<file path="src/rtl/stopwatch_ctrl.sv">
// Stopwatch control: debounced buttons, 1 Hz prescaler and mode FSM.
// Ports:
//   clk, reset_n                  : clock, async active-low reset
//   btn_start_stop, btn_lap_reset : raw active-high buttons
//   count_en, count_clr           : counter enable tick / clear pulse
//   lap_latch, display_hold       : lap capture pulse / display hold level
//   state                         : IDLE=00 RUN=01 PAUSE=10 LAP=11
module stopwatch_ctrl #(
    parameter int TICK_DIV        = 50_000_000,
    parameter int DEBOUNCE_CYCLES = 500_000
) (
    input  logic       clk,
    input  logic       reset_n,
    input  logic       btn_start_stop,
    input  logic       btn_lap_reset,
    output logic       count_en,
    output logic       count_clr,
    output logic       lap_latch,
    output logic       display_hold,
    output logic [1:0] state
);

    localparam int PW = (TICK_DIV > 1) ? $clog2(TICK_DIV) : 1;
    localparam int DW = $clog2(DEBOUNCE_CYCLES + 1);
    localparam logic [PW-1:0] PRE_LAST = PW'(TICK_DIV - 1);
    localparam logic [DW-1:0] DB_LAST  = DW'(DEBOUNCE_CYCLES - 1);

    typedef enum logic [1:0] {
        IDLE  = 2'b00,
        RUN   = 2'b01,
        PAUSE = 2'b10,
        LAP   = 2'b11
    } state_e;

    // Bit 0 = start/stop, bit 1 = lap/reset.
    logic [1:0]         btn_raw;
    logic [1:0]         sync1_q;
    logic [1:0]         sync2_q;
    logic [1:0]         level_q;
    logic [1:0]         level_d;
    logic [1:0]         level_dly_q;
    logic [1:0]         press_q;
    logic [1:0][DW-1:0] db_cnt_q;
    logic [1:0][DW-1:0] db_cnt_d;

    assign btn_raw = {btn_lap_reset, btn_start_stop};

    // A level change is accepted only after DEBOUNCE_CYCLES consecutive
    // disagreeing samples; any agreeing sample restarts the count.
    always_comb begin
        for (int i = 0; i < 2; i++) begin
            level_d[i]  = level_q[i];
            db_cnt_d[i] = '0;
            if (sync2_q[i] != level_q[i]) begin
                if (db_cnt_q[i] == DB_LAST) begin
                    level_d[i] = ~level_q[i];
                end else begin
                    db_cnt_d[i] = db_cnt_q[i] + DW'(1);
                end
            end
        end
    end

    always_ff @(posedge clk or negedge reset_n) begin
        if (!reset_n) begin
            sync1_q     <= '0;
            sync2_q     <= '0;
            level_q     <= '0;
            level_dly_q <= '0;
            press_q     <= '0;
            db_cnt_q    <= '0;
        end else begin
            sync1_q     <= btn_raw;
            sync2_q     <= sync1_q;
            level_q     <= level_d;
            level_dly_q <= level_q;
            press_q     <= level_q & ~level_dly_q;
            db_cnt_q    <= db_cnt_d;
        end
    end

    logic ss_ev;
    logic lr_ev;

    assign ss_ev = press_q[0];
    assign lr_ev = press_q[1];

    state_e        state_q;
    state_e        state_d;
    logic          lap_d;
    logic          clr_d;
    logic          en_d;
    logic [PW-1:0] pre_q;
    logic [PW-1:0] pre_d;

    // Start/stop wins over lap/reset when both fire in one cycle.
    always_comb begin
        state_d = state_q;
        lap_d   = 1'b0;
        clr_d   = 1'b0;
        unique case (state_q)
            IDLE: begin
                if (ss_ev) state_d = RUN;
            end
            RUN: begin
                if (ss_ev) begin
                    state_d = PAUSE;
                end else if (lr_ev) begin
                    state_d = LAP;
                    lap_d   = 1'b1;
                end
            end
            LAP: begin
                if (ss_ev) begin
                    state_d = PAUSE;
                end else if (lr_ev) begin
                    state_d = RUN;
                end
            end
            PAUSE: begin
                if (ss_ev) begin
                    state_d = RUN;
                end else if (lr_ev) begin
                    state_d = IDLE;
                    clr_d   = 1'b1;
                end
            end
            default: state_d = IDLE;
        endcase
    end

    // PAUSE freezes the prescaler so the fractional second survives.
    always_comb begin
        pre_d = pre_q;
        unique case (1'b1)
            (state_q == IDLE):  pre_d = '0;
            (state_q == PAUSE): pre_d = pre_q;
            default: begin
                pre_d = (pre_q == PRE_LAST) ? '0 : pre_q + PW'(1);
            end
        endcase
    end

    // A tick falling on the edge that leaves RUN/LAP is dropped.
    assign en_d = (state_q inside {RUN, LAP}) &&
                  (pre_q == PRE_LAST) &&
                  (state_d inside {RUN, LAP});

    always_ff @(posedge clk or negedge reset_n) begin
        if (!reset_n) begin
            state_q      <= IDLE;
            pre_q        <= '0;
            count_en     <= 1'b0;
            count_clr    <= 1'b0;
            lap_latch    <= 1'b0;
            display_hold <= 1'b0;
        end else begin
            state_q      <= state_d;
            pre_q        <= pre_d;
            count_en     <= en_d;
            count_clr    <= clr_d;
            lap_latch    <= lap_d;
            display_hold <= (state_d == LAP);
        end
    end

    assign state = state_q;

endmodule

</file>
<file path="config.mk">
export PLATFORM = sky130hd
export DESIGN_NAME = stopwatch_ctrl
export DESIGN_NICKNAME = d
export VERILOG_FILES = /design/src/rtl/stopwatch_ctrl.sv
export SDC_FILE = /design/constraint.sdc
export NUM_CORES = 1
export LEC_CHECK = 0
export CORE_ASPECT_RATIO = 1.4
export CORE_MARGIN = 10
export CORE_UTILIZATION = 24
export DETAILED_ROUTE_END_ITERATION = 8
export MAX_ROUTING_LAYER = met4
export PLACE_DENSITY = 0.41
export REMOVE_ABC_BUFFERS = 1
export SETUP_SLACK_MARGIN = 0.5
export SYNTH_ARGS = -nofsm -noshare
export SYNTH_HDL_FRONTEND = slang
export SYNTH_SLANG_ARGS = --single-unit
</file>
<file path="constraint.sdc">
create_clock -name clk -period 2.15 [get_ports clk]
set_clock_uncertainty 0.2 [all_clocks]
set_input_delay 0.5375 -clock clk [delete_from_list [all_inputs] [get_ports clk]]
set_output_delay 0.5375 -clock clk [all_outputs]
set_load 0.05 [all_outputs]
</file>
# --- Yosys cells after proc, flatten, opt, wreduce, memory -nomap -nowiden ---
# Cells that the tools add are included.
classes:
  n_eq_ne: 10
  add_sub_neg: 3
  bitwise_logic: 4
  reduce_logical: 7
  mux: 18
op_table:
  columns: ["op", "count"]
  rows:
  - ["2-to-1 mux 19 bit", 4]
  - ["case mux 26 bit (2 select lines)", 1]
  - ["adder 19 x 1 -> 19 bit (second input constant)", 2]
  - ["equality test 19 bit (second input constant)", 2]
  - ["adder 26 x 1 -> 26 bit (second input constant)", 1]
  - ["equality test 26 bit (second input constant)", 1]
  - ["2-to-1 mux 26 bit", 1]
  - ["2-to-1 mux 2 bit", 7]
  - ["case mux 2 bit (4 select lines)", 1]
  - ["equality test 2 bit (second input constant)", 3]
  - ["equality test 2 x 1 -> 1 bit (second input constant)", 2]
  - ["2-to-1 mux 1 bit", 4]
  - ["AND reduction 2 bit", 2]
  - ["nonzero test 2 bit", 2]
  - ["bitwise AND 2 bit", 1]
  - ["logical AND 1 bit", 2]
  - ["zero test 2 bit", 1]
  - ["!= test 1 bit", 2]
  - ["inverter 1 bit", 2]
  - ["inverter 2 bit", 1]
totals:
  elab_cells: 56
  reg_bits: 80
  out_inout_bits: 6
  in_bits: 4

# --- Logic depth before layout (Yosys ltp) ---
# Gate-level depths: netlist of run 1.
depth:
  depth_word: 6
  ltp_mapped: 7
  ltp_nobuf: 6

# --- Least setup slack after synthesis of run 1 ---
# No wires, ideal clock.
synth_path:
  path_type: "reg-to-reg"
  from: "register pre_q[18]"
  to: "register pre_q[3]"
  arrival_time_ns: 1.662
  setup_ns: 0.121
  period_less_slack_ns: 1.983
  setup_slack_ns: 0.167
  path_stages_with_launch: 7
  n_path_buf: 1
  cell_sequence: "dfrtp_1 -> or4b_4 -> nor4_4 -> and2_1 -> buf_6 -> o21ai_1 -> a22o_1"
synth_between:
  elab_chain_cells: 3
synth_rtl:
  columns: ["item", "line", "source"]
  rows:
  - ["from (decl)", "93", "logic [PW-1:0] pre_q;"]
  - ["from (signal assigned)", "159", "pre_q <= pre_d;"]
  - ["equality test 26 bit", "139", "pre_d = (pre_q == PRE_LAST) ? '0 : pre_q + PW'(1);"]
  - ["2-to-1 mux 26 bit", "139", null]
  - ["case mux 26 bit (2 select lines)", "135", "unique case (1'b1)"]
# Every way passes these cells.
# A chain may end at the register's enable or synchronous reset.

# --- Final worst setup path of run 1 ---
layout_path:
  from: "register pre_q[7]"
  to: "register pre_q[24]"
layout_between:
  elab_chain_cells: 3
  elab_cells_between_ends: 4
  classes_between: "add/sub (1); eq/ne (1); mux (2)"
layout_rtl:
  columns: ["item", "line"]
  rows:
  - ["adder 26 x 1 -> 26 bit / equality test 26 bit (equally long branches)", "139"]
  - ["2-to-1 mux 26 bit *", "139"]
  - ["case mux 26 bit (2 select lines) *", "135"]
# Mark *: on every way between the ends. The rest lies on a longest branch, timed or not.

==> results.rst, run 1 <==
.. list-table::
   :header-rows: 1

   * - Metric
     - Value
   * - Util after Layout
     - 34.4%
   * - Routed vias
     - 3,272
   * - Post-synth top area share
     - 51.6%
   * - F_max
     - 0.497 GHz
   * - Required time of the worst setup path
     - 2.18 ns
   * - Final Hold Vio Count
     - 0
   * - Number of distinct standard cells referenced by the synthesized netlist
     - 49
   * - Antenna violations before repair
     - 0
   * - ANT cells
     - 0
   * - Highest cell delay on the worst timing path
     - 0.54 ns
   * - Clock-pin slew reported for the worst setup and hold paths after clock tree synthesis
     - 0.06 ns
   * - Leakage power
     - 2.27 nW
   * - Worst-case vdd ir drop
     - 0.392 mV
   * - Weighted congestion at the end of routability-driven global placement
     - 0.757
   * - Largest net degree at the start of global routing
     - 31
   * - Die outline width
     - 127 µm
   * - Post-detailed-route via-to-cell ratio
     - 4.79
   * - Fill cell instance count of the final layout
     - 1,591
   * - Sequential cell area fraction in the yosys report
     - 51.6%
   * - Total of buffers placed on input and output ports
     - 9
   * - Cell count after synthesis
     - 392
   * - Worst min-delay path startpoint
     - sync1_q[0]
   * - Worst-case hold path end point
     - sync2_q[0]
   * - Area growth from synthesis to layout
     - 42.2%
   * - Proportion of register bits with asynchronous set or reset after synthesis
     - 100%
   * - Final net count
     - 488
   * - Leading post-synthesis cells by cell area
     - dfrtp_1, nor2_1, xor2_1
   * - TritonCTS clock tree
     - built
   * - Y dimension of the die
     - 170 µm
   * - Buffer cell driving the clock tree root
     - clkbuf_16
   * - Ordered cell list for the critical path
     - or4b_4 > nor4_4 > and2_4 > buf_6 > nor4_2 > o22a_1
   * - DP Wirelength
     - 6400 µm
   * - Num rows
     - 55
   * - Global-route wire length before repair
     - 17,300 µm
   * - Top cells by count, synth
     - dfrtp_1, nor2_1, nand2_1, nand3_1, xor2_1
   * - Area of the die
     - 0.0217 mm²
   * - Drt wl/cell
     - 15.6 µm
   * - Share of final-layout standard cells stronger than drive strength 1
     - 38.2%
   * - FF-to-FF setup slack
     - 0.14 ns
   * - Critical Path Source Type
     - flip-flop
   * - Cell Area, Placed
     - 0.00442 mm²
   * - Post-route antenna net violation count
     - 0
   * - Largest area contributor in the netlist
     - dfrtp_1
   * - Drt first-iter violations
     - 139
   * - Skew-Pair Late Insertion Delay
     - 0.34 ns
   * - R2R depth
     - 6
   * - Design area
     - 0.00552 mm²
   * - Result of the run
     - finished, final reports clean
   * - Post-Synthesis Mean Instance Area
     - 9.90 µm²
   * - Slew of the pin with the lowest slew margin
     - 0.466 ns
   * - Clock tree sinks
     - 80
   * - Hold Crit Depth
     - 0
   * - Number of maximum-capacitance constraint violations
     - 0
   * - Final setup violation count
     - 0
   * - Register bit count reported by yosys
     - 80
   * - Post-layout minimum cycle time
     - 2.01 ns
   * - All-layer global routing usage
     - 10.2%
   * - Clk buf depth
     - 2
   * - RSZ-0062 raised after global routing
     - true
   * - Largest fanout of any net on the critical path
     - 5
   * - Yosys warns
     - 0
   * - Total I/O pin count
     - 10
   * - CTS Buf Count
     - 9
   * - Effective utilization at floorplan
     - 24.2%
   * - Arrival time of data at the critical path endpoint
     - 2.04 ns
   * - Final Max Slew Viols
     - 0
   * - Number of optimization iterations in the first detailed-route pass
     - 4
   * - Type of the most critical hold path
     - flip-flop to flip-flop
   * - Number of enable-type register cells in the synthesized netlist
     - 0
   * - Top-count cell post-synth
     - dfrtp_1
   * - Library cell contributing the largest single delay on the critical path
     - or4b_4
   * - Max transition margin
     - 68.7%
   * - Power per Cell Area
     - 576 mW/mm²
   * - Level count of the clock H-tree
     - 3
   * - Crit share post-route
     - 93.5%
   * - Post-detailed-route DRC marker count
     - 0
   * - Category of the most critical setup path
     - flip-flop to flip-flop
   * - Crit. End Element
     - flip-flop
   * - Worst reg2reg endpoint
     - pre_q[24]
   * - Vias in the first global route
     - 3,380
   * - Post-synthesis instance area
     - 0.00388 mm²
   * - Remaining global-route overflow
     - 0
   * - Area inside the core boundary
     - 0.0160 mm²
   * - Launch instance of the worst register-to-register path
     - pre_q[7]
   * - Routed Wire Length
     - 10,700 µm
   * - Flip-flop cell with the highest count after synthesis
     - dfrtp_1
## through the flow
| stage | hold slack (ns) | setup slack (ns) | total power [mW] | TNS (ns) | instances |
|---|---|---|---|---|---|
| after detailed placement | 0.139 | -0.137 | 1.64 | -0.700 | 620 |
| after CTS | 0.153 | 0.123 | 3.22 | 0 | 667 |
| after global routing | 0.171 | 0.0562 | 3.30 | 0 | 683 |
| final | 0.153 | 0.139 | 3.18 | 0 | 683 |
| after floorplan | 0.0419 | -0.0979 | 1.58 | -0.514 | 380 |
| after global placement | 0.135 | -0.0904 | 1.63 | -0.274 | 620 |
## logic make-up after synthesis
group	after synthesis	share of synthesized area, %
buffers and inverters	22	2.93
adders and majority gates	4	1.29
muxes	5	1.39
xor gates and xnor gates	43	9.70
AOI/OAI and AO/OA	50	8.64
and+or+nand+nor	188	24.5
DFF	80	51.6
## worst max-delay path by stage
stage | slack, ns | end | from | depth (start not counted)
5_1_grt | 0.06 | pre_q[21] | pre_q[7] | 6
6_report | 0.14 | pre_q[24] | pre_q[7] | 6
2_1_floorplan | -0.1 | pre_q[22] | state[0] | 4
3_5_place_dp | -0.14 | pre_q[22] | pre_q[0] | 6
4_1_cts | 0.12 | pre_q[22] | pre_q[7] | 6
3_3_place_gp | -0.09 | pre_q[20] | pre_q[0] | 6
## report_power, final
part / internal, mW / total, mW / switching, mW
Sequential: 1.52 / 1.53 / 0.0115
Combinational: 0.0498 / 0.119 / 0.0688
Clock: 0.924 / 1.53 / 0.608
Total: 2.49 / 3.18 / 0.688
## per-layer routing
layer	vias up	wire length [µm]	track usage, %
met3	19	270	1.89
met5	-	0	-
met1	1646	4430	10.9
met4	0	271	5.06
met2	48	5680	17.8
li1	1559	-	-
## registers in the layout (all words and copies together), names as in the netlist
signal and count:
sync1_q 2, display_hold 1, press_q 2, sync2_q 2, pre_q 26, lap_latch 1, count_en 1, state 2
count_clr 1, level_q 2, level_dly_q 2, db_cnt_q 38
## cells in the final DEF, fill, tap and decap left out, types with 3 or more instances in the layout
cell       instances
a31oi_1           11
and3_1             8
clkbuf_16          9
nand2_2            4
a21oi_2            3
nand3_1           23
a21oi_1            4
nor2_4             4
o21ai_0            8
a22o_1             6
nor3_2             3
buf_12             4
buf_4             59
buf_6             14
nor4_4             3
dfrtp_2            7
nor4_2             4
inv_1              9
o21ai_2            4
nand4_1           11
xor2_1            24
or2_2              4
nor2b_1            6
nor2_2            17
nor2_1            36
nand3_2            8
or2_4              8
a21oi_4            3
nand3_4            3
xnor2_1           18
nand2_1           30
dfrtp_1           73
## timing repair
item,CTS,global route
resized for setup,59,56
setup endpoints to repair,65,69
setup buffers,22,16
hold buffers,1,0
hold endpoints to repair,21,0
cloned,9,0
pin swaps,48,39
## layout make-up
cell class	count	area, µm²	share of cell area (%)
repair buffers	80	711	12.9
clock buffers	12	246	4.46
inverters	10	41.3	0.748
multi-input cells	299	2220	40.2
well taps	199	249	4.51
clock inverters	3	42.5	0.770
flip-flops and latches	80	2010	36.4
## worst max-delay path, delay by kind of cell, from the launching register on
kind                   cells  cell delay, ns
AO/OA/AOI/OAI              1            0.19
buffers and inverters      1            0.13
AND/OR/NAND/NOR            4            0.97
flip-flops                 1            0.41
(Power assumes the default switching activity.)
==> run 2: changes to the inputs <==
--- a/config.mk
+++ b/config.mk
@@ -5,8 +5,7 @@
 export SDC_FILE = /design/constraint.sdc
 export NUM_CORES = 1
 export LEC_CHECK = 0
-export CORE_ASPECT_RATIO = 1.4
-export CORE_MARGIN = 10
+export CORE_MARGIN = 8
 export CORE_UTILIZATION = 24
 export DETAILED_ROUTE_END_ITERATION = 8
 export MAX_ROUTING_LAYER = met4
==> run 2 against run 1 <==
  * Die area decreased by 5.7%
  * Setup slack got worse by 0.10 ns
  * Sequential power about the same
  * Core utilization increased by 1.7 points
  * Cell area increased by 3.5%
  * Clock power increased by 8%
  * Power increased by 3.4%
  * Via count increased by 0.31%
  * First-iteration DRC count increased by 9.4%
  * Sequential share of layout area decreased by 1.3 points
  * Fmax decreased by 4.8%
  * Critical path type unchanged
  * Critical endpoint is now pre_q[7]
==> results.rst, run 2 (same netlist as run 1, synthesis figures left out) <==
.. list-table::
   :header-rows: 1

   * - Metric
     - Value
   * - Hold Crit Depth
     - 0
   * - Y dimension of the die
     - 143 µm
   * - Design area
     - 0.00571 mm²
   * - Clock tree sinks
     - 80
   * - Type of the most critical hold path
     - flip-flop to flip-flop
   * - Clock-pin slew reported for the worst setup and hold paths after clock tree synthesis
     - 0.06 ns
   * - Leakage power
     - 2.38 nW
   * - Area of the die
     - 0.0205 mm²
   * - Area growth from synthesis to layout
     - 47.2%
   * - Max transition margin
     - 66.9%
   * - Total of buffers placed on input and output ports
     - 9
   * - Share of total power in combinational logic
     - 3.4%
   * - Category of the most critical setup path
     - flip-flop to flip-flop
   * - Switching part of the total
     - 20.6%
   * - Largest net degree at the start of global routing
     - 41
   * - Cell Area, Placed
     - 0.00451 mm²
   * - Worst min-delay path startpoint
     - sync1_q[1]
   * - Result of the run
     - finished, final reports clean
   * - Ordered cell list for the critical path
     - or4b_4 > nor4_4 > buf_4 > and2_4 > buf_6 > o21ai_2 > a22o_1
   * - All-layer global routing usage
     - 10.9%
   * - Most frequent cells in the layout
     - dfrtp_1, buf_4, nor2_1
   * - Skew-Pair Late Insertion Delay
     - 0.34 ns
   * - Number of optimization iterations in the first detailed-route pass
     - 4
   * - Power per Cell Area
     - 576 mW/mm²
   * - R2R depth
     - 7
   * - Share of final-layout standard cells stronger than drive strength 1
     - 40.4%
   * - Routed vias
     - 3,282
   * - Weighted congestion at the end of routability-driven global placement
     - 0.726
   * - Remaining global-route overflow
     - 0
   * - Die outline width
     - 143 µm
   * - Final setup violation count
     - 0
   * - Most common cell after layout, fill and taps aside
     - dfrtp_1
   * - F_max
     - 0.473 GHz
   * - Post-detailed-route via-to-cell ratio
     - 4.60
   * - Drt first-iter violations
     - 152
   * - Total I/O pin count
     - 10
   * - Arrival time of data at the critical path endpoint
     - 2.14 ns
   * - Library cell contributing the largest single delay on the critical path
     - or4b_4
   * - Area inside the core boundary
     - 0.0158 mm²
   * - Routed Wire Length
     - 10,300 µm
   * - Worst-case vdd ir drop
     - 0.378 mV
   * - Vias in the first global route
     - 3,255
   * - Level count of the clock H-tree
     - 3
   * - Crit share post-route
     - 98.2%
   * - Share of power burned in registers
     - 46.5%
   * - Drt wl/cell
     - 14.4 µm
   * - Cell count after placement
     - 648
   * - CTS Buf Count
     - 9
   * - Post-detailed-route DRC marker count
     - 0
   * - Required time of the worst setup path
     - 2.18 ns
   * - Buffer cell driving the clock tree root
     - clkbuf_16
   * - Num rows
     - 46
   * - Crit. End Element
     - flip-flop
   * - Final Max Slew Viols
     - 0
   * - Net switching power
     - 0.679 mW
   * - Clk pwr share
     - 50.1%
   * - Overall Power
     - 3.29 mW
   * - TritonCTS clock tree
     - built
   * - DP Wirelength
     - 6090 µm
   * - Number of maximum-capacitance constraint violations
     - 0
   * - Post-route antenna net violation count
     - 0
   * - Flip-flop count of the largest register, all copies and words added
     - 38
   * - Layout Cells excl Fill
     - 714
   * - Final Hold Vio Count
     - 0
   * - Final net count
     - 501
   * - Global-route wire length before repair
     - 16,800 µm
   * - Clk buf depth
     - 2
   * - Effective utilization at floorplan
     - 24.5%
   * - Biggest registers after layout
     - db_cnt_q (38), pre_q (26)
   * - RSZ-0062 raised after global routing
     - true
   * - Launch instance of the worst register-to-register path
     - pre_q[18]
   * - Critical Path Source Type
     - flip-flop
   * - Post-layout minimum cycle time
     - 2.11 ns
   * - Highest cell delay on the worst timing path
     - 0.55 ns
   * - Slew of the pin with the lowest slew margin
     - 0.493 ns
   * - ANT cells
     - 0
   * - Antenna violations before repair
     - 0
   * - Pint
     - 2.61 mW
   * - Largest fanout of any net on the critical path
     - 4
   * - Source of the critical timing path
     - pre_q[18]
   * - Register name with the most flops
     - db_cnt_q
run 2: repair_timing:
item,CTS,global route
pin swaps,34,41
hold buffers,1,0
buffers inserted,34,7
endpoints found under the hold margin,18,0
gates cloned,8,0
gates resized for setup,60,65
endpoints found under the setup margin,66,71
run 2: routing by layer:
layer	up-vias	track usage [%]	share of wire, %
met5	-	-	0
met3	11	3.01	3.3
met4	0	3.80	1.3
li1	1593	-	-
met2	48	16.6	48
met1	1630	13.5	48
run 2: path summary, 6_finish.rpt:
kind,to,slack [ns]
worst max-delay path,pre_q[7],0.04
worst min-delay path,sync2_q[1],0.15
worst max register to register,pre_q[7],0.04
worst min register to register,sync2_q[1],0.15
max in group asynchronous,db_cnt_q[7],0.76
min in group asynchronous,pre_q[3],0.44
run 2: power by group through the flow:
stage	Sequential, mW	Combinational, mW	Clock, mW
2_1_floorplan	1.56	0.0250	0
3_3_place_gp	1.56	0.0768	0
3_5_place_dp	1.56	0.0773	0
4_1_cts	1.53	0.105	1.71
5_1_grt	1.53	0.125	1.77
6_report	1.53	0.112	1.65
run 2: layout make-up:
class / instances / area [µm²]
tap: 216 / 270
clock buffer: 13 / 250
inverter: 10 / 37.5
multi-input combinational: 298 / 2230
sequential: 80 / 2010
fill: 1568 / 10100
timing repair buffer: 94 / 850
clock inverter: 3 / 65.1
run 2: stage by stage:
step	setup WS, ns	TNS, ns	hold WS, ns	utilization (%)
floorplan	-0.0979	-0.514	0.0419	-
global route	-0.0306	-0.123	0.158	36.1
global placement	-0.0311	-0.0776	0.141	28.5
detailed placement	-0.147	-0.754	0.136	28.5
CTS	0.0582	0	0.149	34.1
finish	0.0380	0	0.148	36.1
run 2: critical path, delay by kind of cell, from the launching register on:
kind	cells	cell delay [ns]
DFF	1	0.38
and+or+nand+nor	3	0.89
buffers and inverters	2	0.29
AOI/OAI and AO/OA	2	0.24
==> run 3: changes to the inputs <==
--- a/config.mk
+++ b/config.mk
@@ -9,7 +9,7 @@
 export CORE_UTILIZATION = 24
 export DETAILED_ROUTE_END_ITERATION = 8
 export MAX_ROUTING_LAYER = met4
-export PLACE_DENSITY = 0.41
+export PLACE_DENSITY = 0.42
 export REMOVE_ABC_BUFFERS = 1
 export SETUP_SLACK_MARGIN = 0.5
 export SYNTH_ARGS = -nofsm -noshare
==> constraint.sdc (replaced) <==
create_clock -name clk -period 1.8 [get_ports clk]
set_clock_uncertainty 0.2 [all_clocks]
set_input_delay 0.45 -clock clk [delete_from_list [all_inputs] [get_ports clk]]
set_output_delay 0.45 -clock clk [all_outputs]
set_load 0.05 [all_outputs]
==> run 3 against run 2 <==
  * Flip-flop and latch count is the same
  * Core utilization up 4.7 points
  * Setup slack got worse by 0.24 ns
  * Register-to-register slack worse by 0.24 ns
  * Fmax increased by 5.3%
  * First-iteration DRC count shrank 11%
  * Non-clock buffer count is 36 higher
  * The flow now finishes with violations (setup timing)
  * Sequential power up 20%
  * Via count increased by 1.5%
  * Cell area is 13% higher
==> results.rst, run 3 (same netlist as run 1, synthesis figures left out) <==
.. list-table::
   :header-rows: 1

   * - Metric
     - Value
   * - Result of the run
     - complete, but fails checks
   * - Violated checks
     - setup timing
   * - FF-to-FF setup slack
     - -0.20 ns
   * - Register name with the most flops
     - db_cnt_q
   * - Total I/O pin count
     - 10
   * - Most common cell after layout, fill and taps aside
     - buf_4
   * - Fill cell instance count of the final layout
     - 1,483
   * - Leakage power
     - 2.61 nW
   * - Clock-pin slew reported for the worst setup and hold paths after clock tree synthesis
     - 0.06 ns
   * - Final setup margin
     - -0.205 ns
   * - Largest fanout of any net on the critical path
     - 5
   * - Util after Layout
     - 40.8%
   * - Final Hold Vio Count
     - 0
   * - Clk buf depth
     - 2
   * - Power per Cell Area
     - 600 mW/mm²
   * - Area of combinational cells with multiple inputs
     - 0.00247 mm²
   * - Vias in the first global route
     - 3,366
   * - Final setup violation count
     - 31
   * - Crit. End Element
     - flip-flop
   * - Share of final-layout standard cells stronger than drive strength 1
     - 50.3%
   * - Buffer cell driving the clock tree root
     - clkbuf_16
   * - Total of buffers placed on input and output ports
     - 9
   * - Crit share post-route
     - 111%
   * - Routed vias
     - 3,330
   * - Antenna violations before repair
     - 0
   * - Worst-case vdd ir drop
     - 0.460 mV
   * - Type of the most critical hold path
     - flip-flop to flip-flop
   * - Post-route antenna net violation count
     - 0
   * - Post-detailed-route via-to-cell ratio
     - 4.49
   * - Routed Wire Length
     - 10,300 µm
   * - Area of the die
     - 0.0205 mm²
   * - Final net count
     - 529
   * - Skew-Pair Late Insertion Delay
     - 0.34 ns
   * - Drt first-iter violations
     - 136
   * - Post-detailed-route DRC marker count
     - 0
   * - Number of maximum-capacitance constraint violations
     - 0
   * - Drt wl/cell
     - 13.9 µm
   * - Ordered cell list for the critical path
     - or4b_4 > nor4_4 > and2_4 > buf_6 > o21ai_2 > a22o_1
   * - F_max
     - 0.499 GHz
   * - Weighted congestion at the end of routability-driven global placement
     - 0.776
   * - ANT cells
     - 0
   * - Most frequent cells in the layout
     - buf_4, dfrtp_1, nand2_1
   * - RSZ-0062 raised after global routing
     - true
   * - Global-route wire length before repair
     - 16,600 µm
   * - CTS Buf Count
     - 9
   * - Post-layout minimum cycle time
     - 2.00 ns
   * - Area inside the core boundary
     - 0.0158 mm²
   * - Die outline width
     - 143 µm
   * - Overall Power
     - 3.88 mW
   * - Y dimension of the die
     - 143 µm
   * - Critical Path Source Type
     - flip-flop
   * - Level count of the clock H-tree
     - 3
   * - Largest net degree at the start of global routing
     - 50
   * - Biggest registers after layout
     - db_cnt_q (38), pre_q (26)
   * - Place WS
     - -0.214 ns
   * - Library cell contributing the largest single delay on the critical path
     - or4b_4
   * - Final Max Slew Viols
     - 0
   * - Category of the most critical setup path
     - flip-flop to flip-flop
   * - Effective utilization at floorplan
     - 24.5%
   * - Arrival time of data at the critical path endpoint
     - 2.03 ns
   * - Clock tree sinks
     - 80
   * - Remaining global-route overflow
     - 0
   * - FF/Latch Area
     - 0.00201 mm²
   * - Highest cell delay on the worst timing path
     - 0.55 ns
   * - Number of optimization iterations in the first detailed-route pass
     - 4
   * - TritonCTS clock tree
     - built
   * - Area growth from synthesis to layout
     - 66.5%
   * - Slew of the pin with the lowest slew margin
     - 0.373 ns
   * - All-layer global routing usage
     - 10.5%
   * - Required time of the worst setup path
     - 1.83 ns
   * - DP Wirelength
     - 6260 µm
   * - Max transition margin
     - 74.9%
   * - Num rows
     - 46
   * - Flip-flop count of the largest register, all copies and words added
     - 38
[run 3: changes by cell type in the layout (fill, tap and decap cells not counted), sizes merged]
cell | before | now
a21oi | 9 | 7
clkinv | 1 | 2
clkinvlp | 0 | 2
buf | 91 | 122
clkbuf | 13 | 15
bufinv | 2 | 1
or2 | 12 | 6
[run 3: final timing paths]
check                           start            to  depth (start not counted)
max reg2reg                 pre_q[18]      pre_q[7]                          6
min in group asynchronous     reset_n     pre_q[19]                          2
max                         pre_q[18]      pre_q[7]                          6
min reg2reg                sync1_q[1]    sync2_q[1]                          0
max in group asynchronous     reset_n  db_cnt_q[21]                          3
min                        sync1_q[1]    sync2_q[1]                          0
[run 3: power breakdown]
part           switching [mW]  total, mW  leakage [nW]  internal [mW]
Clock                   0.761       1.83         0.135           1.07
Sequential             0.0130       1.83          1.10           1.81
Combinational           0.114      0.224          1.38          0.110
Total                   0.888       3.88          2.61           2.99
[run 3: area by class of cell]
class,instances,share of cell area [%]
multi-input combinational,290,38.2
sequential,80,31.1
timing repair buffer,130,21.5
tap,216,4.18
clock buffer,10,3.54
clock inverter,5,0.910
inverter,10,0.620
[run 3: what timing repair did]
item | in CTS | in global routing
resized for setup | 108 | 84
setup buffers | 15 | 16
hold buffers | 1 | 0
endpoints found under the setup margin | 74 | 74
cloned | 2 | 5
pin swaps | 29 | 49
hold endpoints to repair | 80 | 0
[run 3: through the flow]
stage | hold slack, ns | cells | instance area (µm²) | setup TNS, ns
after floorplan | -0.0456 | 380 | 3810 | -6.77
after global placement | 0.0807 | 687 | 4910 | -2.70
after detailed placement | 0.0787 | 687 | 4910 | -3.19
after CTS | 0.164 | 720 | 5810 | -3.09
after global routing | 0.173 | 741 | 6460 | -8.19
final | 0.164 | 741 | 6460 | -3.20
[run 3: layer usage]
metal  share of wire, %  wire, µm  global-route usage, %  vias up
li1                   -         -                      -     1634
met1                 45      4670                   12.2     1656
met2                 51      5240                   17.4       31
met3                3.0       309                   3.14        9
met4               0.88        91                   2.68        0
met5                  0         0                      -        -
[run 3: worst max-delay path, delay by kind of cell (launching register included)]
| kind | cells | cell delay, ns |
|---|---|---|
| buffers and inverters | 1 | 0.11 |
| AND/OR/NAND/NOR | 3 | 0.96 |
| flip-flops | 1 | 0.38 |
| AO/OA/AOI/OAI | 2 | 0.23 |
